`src/rtl/spi_slave_cfg.sv`:
```
// spi_slave_cfg: parametrised full-duplex SPI slave with configurable mode, bit order, width and tx holding register
module spi_slave_cfg #(
  parameter int WIDTH = 8,
  parameter bit CPOL = 1'b0,
  parameter bit CPHA = 1'b0,
  parameter bit LSB_FIRST = 1'b0,
  parameter int SYNC_STAGES = 2,
  parameter logic [WIDTH-1:0] TX_IDLE = '1
) (
  input  logic             clk,
  input  logic             rst,
  input  logic             sclk,
  input  logic             ss,
  input  logic             mosi,
  output logic             miso,
  output logic             miso_oe,
  output logic [WIDTH-1:0] rx_data,
  output logic             rx_valid,
  output logic             sot,
  output logic             eot,
  output logic             frame_err,
  input  logic [WIDTH-1:0] tx_data,
  input  logic             tx_load,
  output logic             tx_ready,
  output logic             tx_underrun
);
  localparam int CW = $clog2(WIDTH);
  typedef enum logic [1:0] {IDLE, ACTIVE, LOCKOUT} state_t;
  state_t state_q, state_d;
  logic sclk_s, ss_s, mosi_s, ss_all;
  logic sclk_prev_q;
  logic [CW-1:0] bitcnt_q, bitcnt_d, txcnt_q, txcnt_d;
  logic [WIDTH-1:0] rx_sr_q, rx_sr_d, rx_data_q, rx_data_d, tx_sr_q, tx_sr_d, hold_q, hold_d, rx_next;
  logic first_q, first_d, primed_q, primed_d, tx_ready_q, tx_ready_d;
  logic rx_valid_q, rx_valid_d, sot_q, sot_d, eot_q, eot_d, ferr_q, ferr_d, under_q, under_d;
  logic act, edge_s, lead, trail, samp, shft, fall, rise, last, reload, full, xfer, take;
  if (SYNC_STAGES > 0) begin : g_sync
    logic [SYNC_STAGES-1:0] sclk_q, ss_q, mosi_q;
    always_ff @(posedge clk)
      if (rst) begin
        sclk_q <= {SYNC_STAGES{CPOL}};
        ss_q <= '1;
        mosi_q <= '0;
      end else begin
        sclk_q <= SYNC_STAGES'({sclk_q, sclk});
        ss_q <= SYNC_STAGES'({ss_q, ss});
        mosi_q <= SYNC_STAGES'({mosi_q, mosi});
      end
    assign sclk_s = sclk_q[SYNC_STAGES-1];
    assign ss_s = ss_q[SYNC_STAGES-1];
    assign mosi_s = mosi_q[SYNC_STAGES-1];
    assign ss_all = &{ss_q, ss};
  end else begin : g_raw
    assign sclk_s = sclk;
    assign ss_s = ss;
    assign mosi_s = mosi;
    assign ss_all = ss;
  end
  always_comb begin
    act = state_q == ACTIVE && !ss_s;
    edge_s = sclk_s != sclk_prev_q;
    lead = edge_s && sclk_s != CPOL;
    trail = edge_s && sclk_s == CPOL;
    samp = act && (CPHA ? trail : lead);
    shft = act && (CPHA ? lead : trail);
    fall = state_q == IDLE && !ss_s;
    rise = state_q == ACTIVE && ss_s;
    last = bitcnt_q == CW'(WIDTH - 1);
    reload = fall || (shft && primed_q && txcnt_q == CW'(WIDTH - 1));
    full = !tx_ready_q;
    xfer = reload && full;
    take = tx_load && (tx_ready_q || xfer);
    rx_next = LSB_FIRST ? {mosi_s, rx_sr_q[WIDTH-1:1]} : {rx_sr_q[WIDTH-2:0], mosi_s};
    state_d = fall ? ACTIVE : rise ? IDLE : (state_q == LOCKOUT && ss_all) ? IDLE : state_q;
    bitcnt_d = (fall || rise) ? '0 : samp ? (last ? '0 : bitcnt_q + 1'b1) : bitcnt_q;
    rx_sr_d = samp ? rx_next : rx_sr_q;
    rx_valid_d = samp && last;
    rx_data_d = rx_valid_d ? rx_next : rx_data_q;
    sot_d = rx_valid_d && first_q;
    first_d = fall ? 1'b1 : rx_valid_d ? 1'b0 : first_q;
    eot_d = rise;
    ferr_d = rise && bitcnt_q != '0;
    hold_d = take ? tx_data : hold_q;
    tx_ready_d = !((full && !xfer) || take);
    under_d = reload && !full;
    tx_sr_d = reload ? (full ? hold_q : TX_IDLE) : (shft && primed_q) ? (LSB_FIRST ? tx_sr_q >> 1 : tx_sr_q << 1) : tx_sr_q;
    txcnt_d = reload ? '0 : (shft && primed_q) ? txcnt_q + 1'b1 : txcnt_q;
    primed_d = fall ? !CPHA : shft ? 1'b1 : primed_q;
  end
  always_ff @(posedge clk)
    if (rst) begin
      state_q <= LOCKOUT;
      sclk_prev_q <= CPOL;
      bitcnt_q <= '0;
      txcnt_q <= '0;
      rx_sr_q <= '0;
      rx_data_q <= '0;
      tx_sr_q <= '0;
      hold_q <= '0;
      first_q <= 1'b0;
      primed_q <= 1'b0;
      tx_ready_q <= 1'b1;
      rx_valid_q <= 1'b0;
      sot_q <= 1'b0;
      eot_q <= 1'b0;
      ferr_q <= 1'b0;
      under_q <= 1'b0;
    end else begin
      state_q <= state_d;
      sclk_prev_q <= sclk_s;
      bitcnt_q <= bitcnt_d;
      txcnt_q <= txcnt_d;
      rx_sr_q <= rx_sr_d;
      rx_data_q <= rx_data_d;
      tx_sr_q <= tx_sr_d;
      hold_q <= hold_d;
      first_q <= first_d;
      primed_q <= primed_d;
      tx_ready_q <= tx_ready_d;
      rx_valid_q <= rx_valid_d;
      sot_q <= sot_d;
      eot_q <= eot_d;
      ferr_q <= ferr_d;
      under_q <= under_d;
    end
  assign miso = act && primed_q ? (LSB_FIRST ? tx_sr_q[0] : tx_sr_q[WIDTH-1]) : 1'b0;
  assign miso_oe = !ss_s;
  assign rx_data = rx_data_q;
  assign rx_valid = rx_valid_q;
  assign sot = sot_q;
  assign eot = eot_q;
  assign frame_err = ferr_q;
  assign tx_ready = tx_ready_q;
  assign tx_underrun = under_q;
endmodule

```
`config.mk`:
```
export PLATFORM = sky130hd
export DESIGN_NAME = spi_slave_cfg
export DESIGN_NICKNAME = d
export VERILOG_FILES = /design/src/rtl/spi_slave_cfg.sv
export SDC_FILE = /design/constraint.sdc
export NUM_CORES = 1
export LEC_CHECK = 0
export CAP_MARGIN = 5
export CORE_ASPECT_RATIO = 1.2
export CORE_MARGIN = 2
export CORE_UTILIZATION = 40
export DETAILED_ROUTE_END_ITERATION = 10
export GPL_ROUTABILITY_DRIVEN = 0
export PLACE_DENSITY_LB_ADDON = 0.05
export REMOVE_ABC_BUFFERS = 1
export SLEW_MARGIN = 20
export SYNTH_ARGS = -nofsm -noshare
export SYNTH_HDL_FRONTEND = slang
export SYNTH_SLANG_ARGS = --single-unit
```
`constraint.sdc`:
```
create_clock -name clk -period 1.51 [get_ports clk]
set_input_delay 0.2265 -clock clk [delete_from_list [all_inputs] [get_ports clk]]
set_output_delay 0.2265 -clock clk [all_outputs]
set_load 0.005 [all_outputs]
```
==> flow_metrics.tcl <==
set metrics [dict create \
    cp-end-kind "primary output" \
    path_class "reg2out" \
    met1_usage_pct 18.25 \
    grt_max_degree 20 \
    ys_types 39 \
    drt_iter0_markers 58 \
    power_density_nw_per_um2 840.6 \
    cp_top_family "simple AND/OR/NAND/NOR gates" \
    cts.clk_slew.worst_paths_ns 0.09 \
    swShare_pct 22.59 \
    p_leak_nw 1.240 \
    grt_pass1_wl_um 6975 \
    crit_path_start_kind "flip-flop" \
    antenna_found_initial 0 \
    cp_cell_sequence "buf_6 > nor3b_4 > and3_4 > clkbuf_2" \
    layout.area.seq_sq_um 1087 \
    grt_pass1_vias 1559 \
    die_area_sq_um 6084 \
    multi_input_area_sq_um 1075 \
    synth_top_area_share_pct 49.37 \
    hold_path.class "in2reg" \
    yosysSeqAreaShare_pct 49.37 \
    routed-via-count 1650 \
    finalHoldViolCount 0 \
    postCtsHoldBufs 0 \
    yosysWarnings 0 \
    drv_cap 0 \
    combPwrFrac_pct 8.3 \
    synth_top_area_cell "dfxtp_1" \
    die_h_um 85.05 \
    crit_fanout 2 \
    place_ws_ns -0.3487 \
    drv_slew 0 \
    via_per_inst 4.853 \
    rows 29 \
    wl_per_cell_um 12.31 \
    cts_max_path_buffers 2 \
    setup_viol_count_final 0 \
    p_int_w 0.001891 \
    cts_tree "done" \
    total_power_w 0.002442 \
    synth_seq_cells 54 \
    worstMarginPinSlew_ns 0.3307 \
    fmax_ghz 0.6723 \
    die_w_um 71.54 \
    synth_edf_count 0 \
    rsz0062_at_grt "yes" \
    port_buffers 29 \
    synth_area_per_cell_sq_um 9.775 \
    nNetsFinal 297 \
    fillers 492 \
    drive_above_1_share_pct 22.30 \
    crit_arrival_ns 1.26 \
    synth_ff_type "dfxtp_1" \
    critPathSlowestCell "dfxtp_2" \
    top_usage_layer "met2" \
    crit_required_ns 1.28 \
    ioPinCount 30 \
    grt_usage_pct 14.09 \
    root_buffer "clkbuf_8" \
    seq_power_share_pct 60.1 \
    async_flop_share_pct 0 \
    slowest_delay_ns 0.34 \
    synthCells 224 \
    area_growth_pct 32.69 \
    ir_worst_vdd_mv 0.5481 \
    fin_cells 340 \
    cp_num_buf_inv 2 \
    fin_hold_ws_ns 0.2875 \
    drt_wl_total_um 4187 \
    synth.area.top_cells "dfxtp_1 (49%), mux2i_1 (11%), nand2b_1 (6.9%)" \
    first_pass_iters 4 \
    fin_util_pct 54.84 \
    htree_levels 2 \
    use_met3_pct 3.207 \
    p_clk_share_pct 31.6 \
    dp.cells 323 \
    gr-total-overflow 0 \
    postRouteAntennaNets 0 \
    status "finished clean" \
    hpwl_um 2816 \
    fin_crit_ns 1.487 \
    slew_headroom_pct 77.75 \
    clock_latency_ns 0.30 \
    setup_ws_ns 0.02259 \
    cts_sinks 54 \
    fin_skew_ns 0.005576 \
    coreArea_sq_um 5298 \
    p_switching_w 0.0005516 \
    remaining_drc_errors 0 \
    start_util_pct 41.33 \
    cts_made_buffers 5 \
    syn-cell-area_sq_um 2190 \
    grt_util_met2_pct 23.15 \
    diodes 0 \
    min_period_over_period_pct 98.50 \
]
==> registers in the layout, summed over array words and instances (netlist names) <==
register,count
bitcnt_q,3
eot,1
first_q,1
frame_err,1
g_sync.mosi_q,2
g_sync.sclk_q,2
g_sync.ss_q,2
hold_q,8
primed_q,1
rx_data,8
rx_sr_q,7
rx_valid,1
sclk_prev_q,1
sot,1
state_q,2
tx_ready,1
tx_sr_q,8
tx_underrun,1
txcnt_q,3
==> per-stage QoR <==
stage / setup TNS, ns / instance area, sq um
after detailed placement: -3.372 / 2655
after CTS: -0.07813 / 2790
after global routing: -0.8215 / 2905
final: 0 / 2905
after global placement: -3.132 / 2655
after floorplan: -4.533 / 2122
==> cell type report <==
| type | count | share of cell area [%] |
|---|---|---|
| sequential | 54 | 37.42 |
| clock inverter | 1 | 0.2584 |
| tap | 62 | 2.670 |
| clock buffer | 6 | 2.498 |
| multi-input combinational | 151 | 36.99 |
| timing repair buffer | 60 | 19.38 |
| inverter | 6 | 0.7752 |
==> power by group through the flow <==
stage                     clock network (W)  logic (W)  registers (W)
after detailed placement                  0   0.000175        0.00150
after global routing               0.000861   0.000225        0.00147
after floorplan                           0  0.0000713        0.00151
after CTS                          0.000805   0.000191        0.00147
after global placement                    0   0.000175        0.00150
final                              0.000771   0.000204        0.00147
==> Yosys cell counts (all sizes together) (2+ instances only) <==
master / n
ha: 5
nand2b: 24
nor2b: 6
mux2i: 25
nand4b: 2
o21bai: 3
clkbuf: 8
nor2: 29
nand2: 5
nand4: 2
dfxtp: 54
a21oi: 5
buf: 5
a211oi: 3
or3: 2
o21ai: 15
or2: 3
o22ai: 7
nor3b: 2
inv: 6
==> path summary, 6_finish.rpt <==
check / slack [ns] / start / endpoint / cells after the start
worst max-delay path: 0.02 / g_sync.ss_q[1] / miso / 4
worst min register to register: 0.44 / g_sync.mosi_q[0] / g_sync.mosi_q[1] / 1
worst min-delay path: 0.29 / rst / rx_sr_q[1] / 2
worst max register to register: 0.04 / g_sync.ss_q[1] / rx_data[2] / 7
==> repair_timing <==
item | CTS | global route
resized for setup | 14 | 17
pin swaps | 0 | 6
setup endpoints to repair | 24 | 39
setup buffers | 4 | 5
endpoints found under the hold margin | 0 | 0
cloned | 0 | 1
==> cell families (layout without fill, tap and decap cells) <==
group | after synthesis | after routing | synth area share [%]
flip-flops | 54 | 54 | 49.37
buffers and inverters | 19 | 73 | 4.114
AO/OA/AOI/OAI | 38 | 38 | 10.86
adder cells (fa/ha/maj) | 5 | 5 | 2.857
AND/OR/NAND/NOR | 82 | 82 | 20.97
XOR/XNOR | 1 | 1 | 0.4001
multiplexers | 25 | 25 | 11.43
==> layer usage <==
| layer | wire length (um) | vias to the layer above |
|---|---|---|
| li1 | - | 865 |
| met1 | 1955 | 757 |
| met2 | 2050 | 26 |
| met3 | 157 | 2 |
| met4 | 24 | 0 |
| met5 | 0 | - |
==> layout by cell type (no fill, tap or decap), types with 3 or more instances in the layout <==
cell type	instances
mux2i_1	24
nor2_1	28
o22ai_1	7
inv_1	6
a21oi_1	5
clkbuf_8	5
ha_1	3
buf_6	7
nand2_1	4
o21ai_0	6
o21ai_1	7
nand2b_1	24
buf_4	21
dfxtp_2	5
o21bai_1	3
dfxtp_1	49
clkdlybuf4s50_1	25
nor2b_1	5
No activity file was read; power rests on OpenSTA's default activity.
